### src/rtl/serial_subtractor_if.sv
// Start/operand/result bundle for the bit-serial subtractor.
interface serial_subtractor_if #(
    parameter int unsigned WIDTH = 8
);
    logic             start;
    logic [WIDTH-1:0] a;
    logic [WIDTH-1:0] b;
    logic             bin;
    logic             busy;
    logic             done;
    logic [WIDTH-1:0] diff;
    logic             bout;
    logic             ovf;

    // Requester side: issues operands, observes status and result
    modport master (
        output start, a, b, bin,
        input  busy, done, diff, bout, ovf
    );

    // Subtractor side
    modport slave (
        input  start, a, b, bin,
        output busy, done, diff, bout, ovf
    );
endinterface

### src/rtl/serial_subtractor.sv
// Bit-serial two's-complement subtractor: a - b - bin, one bit per clock, LSB first.
module serial_subtractor #(
    parameter int unsigned WIDTH = 8
) (
    input  logic                 clk,
    input  logic                 rst_n,
    serial_subtractor_if.slave   bus
);
    localparam int unsigned CNT_W = $clog2(WIDTH);
    localparam int unsigned RES_W = WIDTH - 1;

    typedef enum logic [1:0] {
        IDLE = 2'd0,
        RUN  = 2'd1,
        DONE = 2'd2
    } state_t;

    state_t             state_q, state_d;
    logic [WIDTH-1:0]   a_q, a_d;
    logic [WIDTH-1:0]   b_q, b_d;
    logic [RES_W-1:0]   res_q, res_d;
    logic               br_q, br_d;
    logic [CNT_W-1:0]   cnt_q, cnt_d;
    logic               busy_q, busy_d;
    logic               done_q, done_d;
    logic [WIDTH-1:0]   diff_q, diff_d;
    logic               bout_q, bout_d;
    logic               ovf_q, ovf_d;
    logic               d_bit;
    logic               br_nx;
    logic               accept;
    logic               last;

    // State and datapath registers with synchronous active-low reset
    always_ff @(posedge clk) begin
        if (!rst_n) begin
            state_q <= IDLE;
            a_q     <= '0;
            b_q     <= '0;
            res_q   <= '0;
            br_q    <= 1'b0;
            cnt_q   <= '0;
            busy_q  <= 1'b0;
            done_q  <= 1'b0;
            diff_q  <= '0;
            bout_q  <= 1'b0;
            ovf_q   <= 1'b0;
        end else begin
            state_q <= state_d;
            a_q     <= a_d;
            b_q     <= b_d;
            res_q   <= res_d;
            br_q    <= br_d;
            cnt_q   <= cnt_d;
            busy_q  <= busy_d;
            done_q  <= done_d;
            diff_q  <= diff_d;
            bout_q  <= bout_d;
            ovf_q   <= ovf_d;
        end
    end

    // Full-subtractor cell, next-state and next-output logic
    always_comb begin
        state_d = state_q;
        a_d     = a_q;
        b_d     = b_q;
        res_d   = res_q;
        br_d    = br_q;
        cnt_d   = cnt_q;
        busy_d  = busy_q;
        done_d  = 1'b0;
        diff_d  = diff_q;
        bout_d  = bout_q;
        ovf_d   = ovf_q;

        d_bit  = a_q[0] ^ b_q[0] ^ br_q;
        br_nx  = (~a_q[0] & b_q[0]) | (~(a_q[0] ^ b_q[0]) & br_q);
        accept = (state_q != RUN) && bus.start;
        last   = (cnt_q == CNT_W'(WIDTH - 1));

        case (state_q)
            IDLE, DONE: begin
                if (accept) begin
                    a_d     = bus.a;
                    b_d     = bus.b;
                    br_d    = bus.bin;
                    res_d   = '0;
                    cnt_d   = '0;
                    busy_d  = 1'b1;
                    state_d = RUN;
                end else begin
                    state_d = IDLE;
                end
            end
            RUN: begin
                a_d   = a_q >> 1;
                b_d   = b_q >> 1;
                res_d = RES_W'({d_bit, res_q} >> 1);
                br_d  = br_nx;
                cnt_d = cnt_q + CNT_W'(1);
                if (last) begin
                    // Last bit: the fresh difference bit completes the result
                    diff_d  = {d_bit, res_q};
                    bout_d  = br_nx;
                    ovf_d   = br_q ^ br_nx;
                    cnt_d   = '0;
                    done_d  = 1'b1;
                    busy_d  = 1'b0;
                    state_d = DONE;
                end
            end
            default: begin
                state_d = IDLE;
            end
        endcase
    end

    assign bus.busy = busy_q;
    assign bus.done = done_q;
    assign bus.diff = diff_q;
    assign bus.bout = bout_q;
    assign bus.ovf  = ovf_q;
endmodule

### src/flat_wrapper.sv
// flat-port wrapper written by rule: the top's interface ports become plain ports
module serial_subtractor_flat 
#(
    parameter int unsigned WIDTH = 8
)
  (clk, rst_n, bus_start, bus_a, bus_b, bus_bin, bus_busy, bus_done, bus_diff, bus_bout, bus_ovf);
  serial_subtractor_if #(.WIDTH(WIDTH)) bus_i ();
  input  logic clk;
  input  logic rst_n;
  input wire logic [$bits(bus_i.start)-1:0] bus_start;
  input wire logic [$bits(bus_i.a)-1:0] bus_a;
  input wire logic [$bits(bus_i.b)-1:0] bus_b;
  input wire logic [$bits(bus_i.bin)-1:0] bus_bin;
  output wire logic [$bits(bus_i.busy)-1:0] bus_busy;
  output wire logic [$bits(bus_i.done)-1:0] bus_done;
  output wire logic [$bits(bus_i.diff)-1:0] bus_diff;
  output wire logic [$bits(bus_i.bout)-1:0] bus_bout;
  output wire logic [$bits(bus_i.ovf)-1:0] bus_ovf;
  assign bus_i.start = bus_start;
  assign bus_i.a = bus_a;
  assign bus_i.b = bus_b;
  assign bus_i.bin = bus_bin;
  assign bus_busy = bus_i.busy;
  assign bus_done = bus_i.done;
  assign bus_diff = bus_i.diff;
  assign bus_bout = bus_i.bout;
  assign bus_ovf = bus_i.ovf;
  serial_subtractor #(.WIDTH(WIDTH)) u_core (.clk(clk), .rst_n(rst_n), .bus(bus_i));
endmodule
### config.mk
export PLATFORM = sky130hd
export DESIGN_NAME = serial_subtractor_flat
export DESIGN_NICKNAME = d
export VERILOG_FILES = /design/src/rtl/serial_subtractor_if.sv /design/src/rtl/serial_subtractor.sv /design/src/flat_wrapper.sv
export SDC_FILE = /design/constraint.sdc
export NUM_CORES = 1
export LEC_CHECK = 0
export BUFFER_PORTS_ARGS = -buffer_cell sky130_fd_sc_hd__buf_2
export CAP_MARGIN = 0
export CORE_AREA = 4 4 58 100
export DETAILED_ROUTE_END_ITERATION = 7
export DIE_AREA = 0 0 62 104
export PLACE_DENSITY_LB_ADDON = 0.08
export SETUP_SLACK_MARGIN = 0.15
export SLEW_MARGIN = 20
export SYNTH_ARGS = -nofsm -noshare
export SYNTH_HDL_FRONTEND = slang
export SYNTH_SLANG_ARGS = --single-unit
### constraint.sdc
create_clock -name clk -period 1.5 [get_ports clk]
set_input_delay 0.075 -clock clk [delete_from_list [all_inputs] [get_ports clk]]
set_output_delay 0.075 -clock clk [all_outputs]
set_load 0.02 [all_outputs]
# == After elaboration in Yosys (flattened, before gate mapping) ==
# Index checks and enable logic that the tools add are counted.
# word_totals
inputBits,20
output_inout_bits,12
elab_cells,52
reg_bits,41
# op_classes
n_mux,18
n_addsub,1
reduce_logical,8
eq_ne,6
n_bitwise,8
# op_table
operator,count
one-hot mux 8 bit (2 select lines),2
2-to-1 mux 8 bit,2
one-hot mux 7 bit (2 select lines),1
2-to-1 mux 7 bit,1
2-to-1 mux 3 bit,2
"inequality test 2 x 1 -> 1 bit, second input constant",3
one-hot mux 3 bit (2 select lines),1
AND reduction 2 bit,3
2-to-1 mux 1 bit,5
one-hot mux 1 bit (2 select lines),2
one-hot mux 2 bit (2 select lines),1
"adder 3 x 1 -> 3 bit, second input constant",1
"== test 3 bit, second input constant",1
AND reduction 3 bit,1
XOR 1 bit,3
bitwise AND 1 bit,2
"== test 2 x 1 -> 1 bit, second input constant",1
"== test 2 bit, second input constant",1
zero test 2 bit,1
2-to-1 mux 2 bit,1
inverter 1 bit,2
nonzero test 2 bit,1
OR reduction 2 bit,1
logical AND 1 bit,1
OR 1 bit,1

# == Logic depth before layout (Yosys ltp) ==
# Gate-level depths: netlist of run 1.
# depth
depth_word,5
depth_mapped,6
mapped_depth_nobuf,5

# == Worst setup path after synthesis of run 1 ==
# No wires, ideal clock.
# synth_timing
kind,register to register
from,register u_core.cnt_q[0]
to,register u_core.bout_q (netlist: u_core.bus.bout)
setup_slack_ns,0.127
required_time_ns,1.384
period_less_slack_ns,1.373
setup_time_ns,0.116
path_stages_with_launch,6
arrival_time_ns,1.257
path_buffers,1
cell_sequence,dfxtp_1 ha_1 ha_1 and3b_1 buf_4 o211a_1
# synth_via
elab_chain_cells,2
# synth_rtl
item,line_no,text
start: declaration,serial_subtractor.sv:23,"logic [CNT_W-1:0] cnt_q, cnt_d;"
start signal: assignment,serial_subtractor.sv:54,cnt_q <= cnt_d;
== test 3 bit,serial_subtractor.sv:80,last = (cnt_q == CNT_W'(WIDTH - 1));
net u_core.last,serial_subtractor.sv:32,logic last;
AND reduction 2 bit (no source line),n/a,
end signal: assignment,serial_subtractor.sv:58,bout_q <= bout_d;
end: declaration,serial_subtractor.sv:27,"logic bout_q, bout_d;"
# The timed path passes the listed nets, and every way through them passes these cells.
# A chain may end at the register's enable or synchronous reset.

# == Final worst setup path of run 1 ==
# Ends and elaborated chain as after synthesis.

==> impl_metrics.env, run 1 <==
export IMPL_die_w_um=62
export IMPL_hold_start="bus_b[7]"
export IMPL_finalNetCount=252
export IMPL_die_h_um=104
export IMPL_cts_tree="yes"
export IMPL_grt_max_degree=42
export IMPL_setup_viol=0
export IMPL_postSynthCellCount=199
export IMPL_place_area_um2=1886
export IMPL_core_area_um2=4977
export IMPL_cts_reportedPaths_clkPinSlew_ns=0.08
export IMPL_crit_start="u_core.cnt_q[0]"
export IMPL_rsz0062_at_grt="yes"
export IMPL_holdBufCountCts=0
export IMPL_worst_ep_arrival_time_ns=1.47
export IMPL_io_pins=32
export IMPL_port_buffers=31
export IMPL_first_global_vias=1380
export IMPL_drc=0
export IMPL_regArea_um2=823.3
export IMPL_drt_initial_drc_count=43
export IMPL_multiInputGateArea_um2=798.3
export IMPL_grt_usage=0.1251
export IMPL_seq_area_frac_synth=0.4845
export IMPL_drive_gt1_frac=0.2271
export IMPL_antenna_cells=0
export IMPL_power_density_nw_per_um2=1061
export IMPL_syn_area_um2=1694
export IMPL_finalMaxSlewViolations=0
export IMPL_gp_congestion=0.7886
export IMPL_worstSetupStartpointType="flop"
export IMPL_outcome="finished, final reports clean"
export IMPL_required_ns=1.68
export IMPL_pre_cts_slack_ns=-0.03225
export IMPL_ctsHtreeMaxLevel=2
export IMPL_cap_violations=0
export IMPL_fin_area_um2=2011
export IMPL_hpwl_um=2484
export IMPL_crit_chain="ha_2 > ha_4 > and3b_2 > o211a_1"
export IMPL_setup_slack_ns=0.2031
export IMPL_hold_class="in -> reg"
export IMPL_ys_ff_latch=41
export IMPL_viasPerCell=5.060
export IMPL_critical_path_max_stage_delay_ns=0.34
export IMPL_cp_end_kind="flop"
export IMPL_synth_distinct_cells=25
export IMPL_synth_warnings=0
export IMPL_drt_pass1_iterations=4
export IMPL_nFillCells=532
export IMPL_grt_pass1_wl_um=6216
export IMPL_timing_rr_start="u_core.cnt_q[0]"
export IMPL_syn2layout_area_growth_pct=18.69
export IMPL_die_area_um2=6448
export IMPL_syn_num_nets=222
export IMPL_cts_root_buf="clkbuf_8"
export IMPL_period_minus_slack_ns=1.297
export IMPL_numCtsBuffers=5
export IMPL_start_util=0.3404
export IMPL_vias=1432
export IMPL_postRouteAntennaNets=0
export IMPL_crit_fanout=6
export IMPL_synth_avg_cell_area_um2=8.513
export IMPL_hold_viol_final=0
export IMPL_clk_insertion_delay_late_ns=0.28
export IMPL_wire_per_inst_um=12.68
export IMPL_tightest_slew_ns=0.5605
export IMPL_fmax_mhz=771.1
export IMPL_relSlewSlack=0.6263
export IMPL_fin_crit_sh=0.8646
export IMPL_ir_drop_v=0.0008964
export IMPL_wl_um=3588
export IMPL_antenna_found_initial=0
export IMPL_clockBufferDepth=2
export IMPL_slowest_stage="dfxtp_2"
export IMPL_clock_sinks=41
export IMPL_rows=34
export IMPL_grt_overflow=0
export IMPL_fin_skew_ns=0.005322
export IMPL_leakage_nw=0.7903
export IMPL_crit_type="reg -> reg"
-- sequential cells by signal, indices dropped and copies added, names as in the netlist --
signal and count:
u_core.bus.busy 1, u_core.cnt_q 3, u_core.res_q 7, u_core.b_q 8, u_core.bus.ovf 1, u_core.bus.diff 8
u_core.a_q 8, u_core.bus.done 1, u_core.br_q 1, u_core.bus.bout 1, u_core.state_q 2
-- where the power goes --
part | internal, mW | switching (mW) | leakage (nW)
Sequential | 1.14 | 0.0295 | 0.335
Combinational | 0.112 | 0.135 | 0.410
Clock | 0.365 | 0.350 | 0.0443
Total | 1.62 | 0.514 | 0.790
-- repair_timing --
| action | CTS | global route |
|---|---|---|
| gates cloned | 1 | 0 |
| pin swaps | 0 | 0 |
| resized for setup | 3 | 12 |
| setup endpoints to repair | 12 | 34 |
| buffers inserted | 0 | 0 |
-- metrics by stage --
| stage | hold slack, ns | setup TNS, ns | util | total power, mW | std cells |
|---|---|---|---|---|---|
| floorplan | 0.2099 | 0 | - | 1.372 | 199 |
| global placement | 0.3159 | 0 | 0.3788 | 1.435 | 275 |
| detailed placement | 0.3368 | -0.06327 | 0.3788 | 1.440 | 275 |
| CTS | 0.02549 | 0 | 0.4005 | 2.168 | 283 |
| global route | 0.03385 | 0 | 0.4040 | 2.254 | 283 |
| finish | 0.03366 | 0 | 0.4040 | 2.133 | 283 |
-- final cells by class --
class,instances,area share
Clock buffer,7,0.04294
Inverter,2,0.003734
Multi-Input combinational cell,141,0.3970
Sequential cell,41,0.4095
Tap cell,54,0.03360
Timing Repair Buffer,38,0.1133
-- critical path, delay by kind of cell, from the launching register on --
| kind | cells | cell delay [ns] |
|---|---|---|
| compound gates | 1 | 0.22 |
| fa+ha+maj | 2 | 0.38 |
| flops | 1 | 0.34 |
| simple gates | 1 | 0.26 |
-- layer usage --
| layer | vias to the layer above | global-route usage | share of wire |
|---|---|---|---|
| met5 | - | 0 | 0 |
| met4 | 0 | 0.04552 | 0.015 |
| met3 | 4 | 0.03230 | 0.048 |
| li1 | 731 | - | - |
| met2 | 31 | 0.2255 | 0.56 |
| met1 | 666 | 0.1288 | 0.38 |
-- cell usage after synthesis (all sizes together) --
library cell  number  area share
nand2             57        0.13
dfxtp             41        0.48
a21boi            21       0.093
a31oi             15       0.055
o21ai             15       0.044
nand3             12       0.035
buf               10       0.044
clkbuf             6       0.014
nor2b              4       0.015
and2               3       0.011
ha                 2       0.015
inv                2      0.0044
nand2b             2      0.0074
nand3b             2      0.0089
a21oi              1      0.0030
a2bb2oi            1      0.0052
and3b              1      0.0052
fa                 1       0.012
nor4b              1      0.0052
o211a              1      0.0059
xnor2              1      0.0052
-- path summary, 6_finish.rpt --
| check | end | slack, ns | depth (start not counted) |
|---|---|---|---|
| max reg2reg | u_core.bus.bout | 0.20 | 4 |
| max | u_core.bus.bout | 0.20 | 4 |
| min reg2reg | u_core.bus.diff[7] | 0.45 | 2 |
| min | u_core.b_q[7] | 0.03 | 3 |
-- cell families after synthesis --
| family | after synthesis | share of synthesized area |
|---|---|---|
| and+or+nand+nor | 82 | 0.2142 |
| buffers and inverters | 18 | 0.06278 |
| AOI/OAI and AO/OA | 54 | 0.2068 |
| adders and majority gates | 3 | 0.02659 |
| xor gates and xnor gates | 1 | 0.005171 |
| DFF | 41 | 0.4845 |
-- layout by cell type (no fill, tap or decap), drive strengths merged --
cell / count
nand2: 57
dfxtp: 41
buf: 38
a21boi: 21
o21ai: 15
a31oi: 15
nand3: 12
clkbuf: 7
nor2b: 4
and2: 3
inv: 2
and3b: 2
nand3b: 2
nand2b: 2
ha: 2
a2bb2oi: 1
a21oi: 1
nor4b: 1
o211a: 1
xnor2: 1
fa: 1
(Power assumes the default switching activity.)
==> run 2, diff against run 1 <==
--- a/config.mk
+++ b/config.mk
@@ -7,9 +7,10 @@
 export LEC_CHECK = 0
 export BUFFER_PORTS_ARGS = -buffer_cell sky130_fd_sc_hd__buf_2
 export CAP_MARGIN = 0
-export CORE_AREA = 4 4 58 100
+export CORE_AREA = 4 4 48 82
 export DETAILED_ROUTE_END_ITERATION = 7
-export DIE_AREA = 0 0 62 104
+export DIE_AREA = 0 0 52 86
+export HOLD_SLACK_MARGIN = 0.1
 export PLACE_DENSITY_LB_ADDON = 0.08
 export SETUP_SLACK_MARGIN = 0.15
 export SLEW_MARGIN = 20
==> run 2 against run 1 <==
Net effect:
- non-clock buffer count increased by 15
- core utilization increased by 25 points
- design area increased by 8.3%
- register-to-register slack improved by 0.02 ns
- flip-flop and latch count unchanged
- cell count increased by 2.1%
- clock power increased by 17%
- combinational power increased by 13%
- wire length decreased by 4.2%
- worst setup slack improved by 0.022 ns
- critical path depth unchanged
- critical endpoint unchanged
==> impl_metrics.env, run 2 (synthesis gave the netlist of run 1 again) <==
export IMPL_clk_insertion_delay_late_ns=0.29
export IMPL_finalMaxSlewViolations=0
export IMPL_place_inst=264
export IMPL_multiInputGateArea_um2=807.0
export IMPL_drt_pass1_iterations=4
export IMPL_antenna_found_initial=0
export IMPL_port_buffers=31
export IMPL_numCtsBuffers=5
export IMPL_ctsHtreeMaxLevel=2
export IMPL_drt_initial_drc_count=28
export IMPL_fmax_mhz=784.5
export IMPL_grt_usage=0.1744
export IMPL_drive_gt1_frac=0.2172
export IMPL_hold_viol_final=0
export IMPL_ir_drop_v=0.0008825
export IMPL_wire_per_inst_um=11.89
export IMPL_rows=28
export IMPL_syn2layout_area_growth_pct=28.58
export IMPL_worst_hold_slack_ns=0.2877
export IMPL_worst_ep_arrival_time_ns=1.46
export IMPL_die_h_um=86
export IMPL_rsz0062_at_grt="no"
export IMPL_tightest_slew_ns=0.5269
export IMPL_postRouteAntennaNets=0
export IMPL_final_setup_tns_ns=0
export IMPL_slowest_stage="dfxtp_2"
export IMPL_cp_end_kind="flop"
export IMPL_grt_overflow=0
export IMPL_worstSetupStartpointType="flop"
export IMPL_highest_layer="met4"
export IMPL_regArea_um2=824.5
export IMPL_cts_root_buf="clkbuf_8"
export IMPL_leakage_nw=0.8666
export IMPL_relSlewSlack=0.6488
export IMPL_wl_met2_um=1868
export IMPL_cap_violations=0
export IMPL_finalNetCount=267
export IMPL_route_layer_met1_wl_um=1385
export IMPL_antenna_cells=0
export IMPL_die_area_um2=4472
export IMPL_hpwl_um=2115
export IMPL_postCtsSetupBuffers=0
export IMPL_crit_type="reg -> reg"
export IMPL_met3_length_um=124
export IMPL_cts_reportedPaths_clkPinSlew_ns=0.08
export IMPL_crit_chain="ha_2 > ha_4 > and3b_2 > o211a_1"
export IMPL_fin_cells=289
export IMPL_required_ns=1.69
export IMPL_critical_path_max_stage_delay_ns=0.33
export IMPL_outcome="finished, final reports clean"
export IMPL_viasPerCell=5.138
export IMPL_fin_skew_ns=0.009108
export IMPL_clock_sinks=41
export IMPL_grt_pass1_wl_um=5982
export IMPL_drc=0
export IMPL_fin_crit_sh=0.8498
export IMPL_hold_class="in -> reg"
export IMPL_crit_fanout=6
export IMPL_wl_um=3436
export IMPL_power_density_nw_per_um2=1050
export IMPL_first_global_vias=1366
export IMPL_period_minus_slack_ns=1.275
export IMPL_layout_commonest_cell="nand2_1"
export IMPL_setup_viol=0
export IMPL_power_mw=2.287
export IMPL_io_pins=32
export IMPL_start_util=0.5090
export IMPL_die_w_um=52
export IMPL_cts_tree="yes"
export IMPL_vias=1485
export IMPL_clockBufferDepth=2
export IMPL_core_area_um2=3328
export IMPL_final_cell_mix="nand2_1, dfxtp_1, buf_2"
export IMPL_gp_congestion=0.7267
export IMPL_nFillCells=283
export IMPL_grt_max_degree=44
[run 2: report_power, final]
group          leakage, nW  total [mW]  internal [mW]  switching (mW)
clock network       0.0540       0.835          0.483           0.352
logic                0.477       0.279          0.139           0.139
registers            0.336        1.17           1.14          0.0313
[run 2: critical path: cells and delay by family (launching register included)]
family / cells / cell delay (ns)
AND/OR/NAND/NOR: 1 / 0.26
flip-flops: 1 / 0.33
AO/OA/AOI/OAI: 1 / 0.21
adder cells (fa/ha/maj): 2 / 0.37
[run 2: final timing paths]
kind / cells past startpoint / slack [ns] / startpoint / endpoint
max reg2reg: 4 / 0.23 / u_core.cnt_q[0] / u_core.bus.bout
min: 2 / 0.29 / rst_n / u_core.bus.bout
min reg2reg: 2 / 0.46 / u_core.bus.diff[1] / u_core.bus.diff[1]
max: 4 / 0.23 / u_core.cnt_q[0] / u_core.bus.bout
[run 2: layer usage]
layer	GRT usage	vias up
met5	0	-
met4	0.06444	0
met3	0.04696	6
met2	0.3104	23
met1	0.1900	693
li1	-	763
[run 2: cell type report]
type                            instances  area share
Sequential cell                        41      0.3785
Multi-Input combinational cell        141      0.3705
Timing Repair Buffer                   53      0.1740
Clock buffer                            5     0.03159
Tap cell                               45     0.02585
Clock inverter                          2     0.01608
Inverter                                2    0.003446
[run 2: what timing repair did]
action,CTS,global route
hold endpoints to repair,17,0
hold buffers,17,0
setup endpoints to repair,12,35
gates cloned,1,0
gates resized for setup,1,13
[run 2: through the flow]
stage | worst slack, ns | utilization | cell area, um^2
after floorplan | 0.1584 | - | 1697
after CTS | 0.1579 | 0.6440 | 2143
after global routing | 0.1408 | 0.6545 | 2178
after detailed placement | -0.01197 | 0.5586 | 1859
final | 0.2253 | 0.6545 | 2178
after global placement | 0.07509 | 0.5586 | 1859
==> run 3, diff against run 2 <==
--- a/config.mk
+++ b/config.mk
@@ -7,9 +7,9 @@
 export LEC_CHECK = 0
 export BUFFER_PORTS_ARGS = -buffer_cell sky130_fd_sc_hd__buf_2
 export CAP_MARGIN = 0
-export CORE_AREA = 4 4 48 82
+export CORE_AREA = 4 4 50 86
 export DETAILED_ROUTE_END_ITERATION = 7
-export DIE_AREA = 0 0 52 86
+export DIE_AREA = 0 0 54 90
 export HOLD_SLACK_MARGIN = 0.1
 export PLACE_DENSITY_LB_ADDON = 0.08
 export SETUP_SLACK_MARGIN = 0.15
==> constraint.sdc (replaced) <==
create_clock -name clk -period 1.1 [get_ports clk]
set_input_delay 0.055 -clock clk [delete_from_list [all_inputs] [get_ports clk]]
set_output_delay 0.055 -clock clk [all_outputs]
set_load 0.02 [all_outputs]
==> run 3 against run 2 <==
Net effect:
- the run now ends with setup timing left
- fmax rose by 3.0%
- count of clock-buffer cells in the layout is 2 higher
- core utilization rose by 15 points
- highest routed layer unchanged
- design area is 32% higher
- critical path type unchanged
- global-route usage is 5.6 points higher
==> impl_metrics.env, run 3 (synthesis gave the netlist of run 1 again) <==
export IMPL_finalNetCount=300
export IMPL_route_layer_met1_wl_um=1835
export IMPL_violations="setup timing"
export IMPL_core_area_um2=3592
export IMPL_required_ns=1.30
export IMPL_setup_viol=39
export IMPL_leakage_nw=1.164
export IMPL_antenna_cells=0
export IMPL_rrSetupSlack_ns=-0.14
export IMPL_fin_area_um2=2879
export IMPL_clockBufferDepth=2
export IMPL_cts_reportedPaths_clkPinSlew_ns=0.08
export IMPL_final_setup_tns_ns=-2.333
export IMPL_hold_path_depth=2
export IMPL_drc=0
export IMPL_fin_skew_ns=0.006656
export IMPL_antenna_found_initial=0
export IMPL_multiInputGateArea_um2=1016
export IMPL_critical_path_max_stage_delay_ns=0.34
export IMPL_cpMostUsedCell="ha_4"
export IMPL_power_density_nw_per_um2=1218
export IMPL_cap_violations=0
export IMPL_wl_met2_um=2909
export IMPL_viasPerCell=5.275
export IMPL_ctsHtreeMaxLevel=2
export IMPL_hold_class="in -> reg"
export IMPL_rsz0062_at_grt="yes"
export IMPL_fin_crit_sh=1.126
export IMPL_grt_usage=0.2301
export IMPL_first_global_vias=1748
export IMPL_grt_max_degree=32
export IMPL_crit_type="reg -> reg"
export IMPL_drt_initial_drc_count=29
export IMPL_die_h_um=90
export IMPL_drt_pass1_iterations=4
export IMPL_tightest_slew_ns=0.2440
export IMPL_grt_overflow=0
export IMPL_hpwl_um=2591
export IMPL_die_w_um=54
export IMPL_reg2reg_depth=4
export IMPL_port_buffers=31
export IMPL_postLayoutCoreUtil=0.8015
export IMPL_clock_sinks=41
export IMPL_slowest_stage="dfxtp_2"
export IMPL_worstSetupStartpointType="flop"
export IMPL_setup_slack_ns=-0.1381
export IMPL_drive_gt1_frac=0.4640
export IMPL_grt_pass1_wl_um=8231
export IMPL_die_area_um2=4860
export IMPL_postRouteAntennaNets=0
export IMPL_fin_cells=324
export IMPL_finalMaxSlewViolations=0
export IMPL_relSlewSlack=0.8351
export IMPL_period_minus_slack_ns=1.238
export IMPL_crit_fanout=6
export IMPL_syn2layout_area_growth_pct=69.94
export IMPL_crit_chain="ha_4 > ha_4 > and3b_2 > o211a_1"
export IMPL_regArea_um2=833.3
export IMPL_cts_tree="yes"
export IMPL_place_inst=276
export IMPL_cp_end_kind="flop"
export IMPL_final_cell_mix="nand2_1, dfxtp_1, buf_2"
export IMPL_hold_viol_final=0
export IMPL_wl_um=5059
export IMPL_clk_insertion_delay_late_ns=0.30
export IMPL_highest_layer="met4"
export IMPL_cts_root_buf="clkbuf_8"
export IMPL_start_util=0.4716
export IMPL_rows=29
export IMPL_numCtsBuffers=5
export IMPL_outcome="complete, but fails checks"
export IMPL_wire_per_inst_um=15.61
export IMPL_io_pins=32
export IMPL_met3_length_um=176
export IMPL_fmax_mhz=807.7
export IMPL_ir_drop_v=0.001238
export IMPL_place_area_um2=2063
export IMPL_vias=1709
export IMPL_worst_ep_arrival_time_ns=1.43
export IMPL_nFillCells=215
export IMPL_layout_commonest_cell="nand2_1"
export IMPL_power_mw=3.506
export IMPL_gp_congestion=0.7800
-- run 3: changes by cell type in the layout (fill, tap and decap cells not counted), moves of 8 or more --
cell	change
o21ai_0	-15
a21boi_1	+8
buf_4	+9
nand3_1	-9
buf_6	+11
o21ai_2	+14
a21boi_0	-12
-- run 3: critical path, delay by kind of cell, from the launching register on --
| family | cells | cell delay (ns) |
|---|---|---|
| DFF | 1 | 0.34 |
| AOI/OAI and AO/OA | 1 | 0.21 |
| and+or+nand+nor | 1 | 0.25 |
| adders and majority gates | 2 | 0.33 |
-- run 3: per-stage QoR --
stage / setup slack [ns] / hold slack, ns
detailed placement: -0.1661 / 0.3166
CTS: -0.1299 / 0.1038
global route: -0.1952 / 0.1168
floorplan: -0.1723 / 0.1942
finish: -0.1381 / 0.1093
global placement: -0.1402 / 0.3006
-- run 3: report_power, final --
group          internal, mW  switching [mW]  total [mW]  leakage [nW]
sequential             1.56          0.0606        1.62         0.338
clock                 0.567           0.524        1.09        0.0542
combinational         0.465           0.333       0.798         0.772
total                  2.59           0.918        3.51          1.16
-- run 3: repair_timing --
action / 4_1_cts / 5_1_grt
hold buffers: 18 / 0
pin swaps: 29 / 8
gates cloned: 7 / 1
setup buffers: 12 / 2
endpoints found under the setup margin: 41 / 41
resized for setup: 55 / 12
hold endpoints to repair: 18 / 0
-- run 3: final timing paths --
check | startpoint | end
worst max-delay path | u_core.cnt_q[1] | u_core.bus.bout
worst min-delay path | rst_n | u_core.bus.diff[5]
worst max register to register | u_core.cnt_q[1] | u_core.bus.bout
worst min register to register | u_core.bus.diff[7] | u_core.bus.diff[7]
-- run 3: metal layers --
metal,vias up,GRT usage
met4,0,0.1040
met3,13,0.04636
met5,-,0
li1,839,-
met2,42,0.4079
met1,815,0.2446
-- run 3: cell type report --
cell class                      instances  area share
Clock buffer                            7     0.03346
Tap cell                               46     0.01999
Inverter                                2    0.002608
Timing Repair Buffer                   86      0.2999
Sequential cell                        41      0.2894
Clock inverter                          1    0.001738
Multi-Input combinational cell        141      0.3529
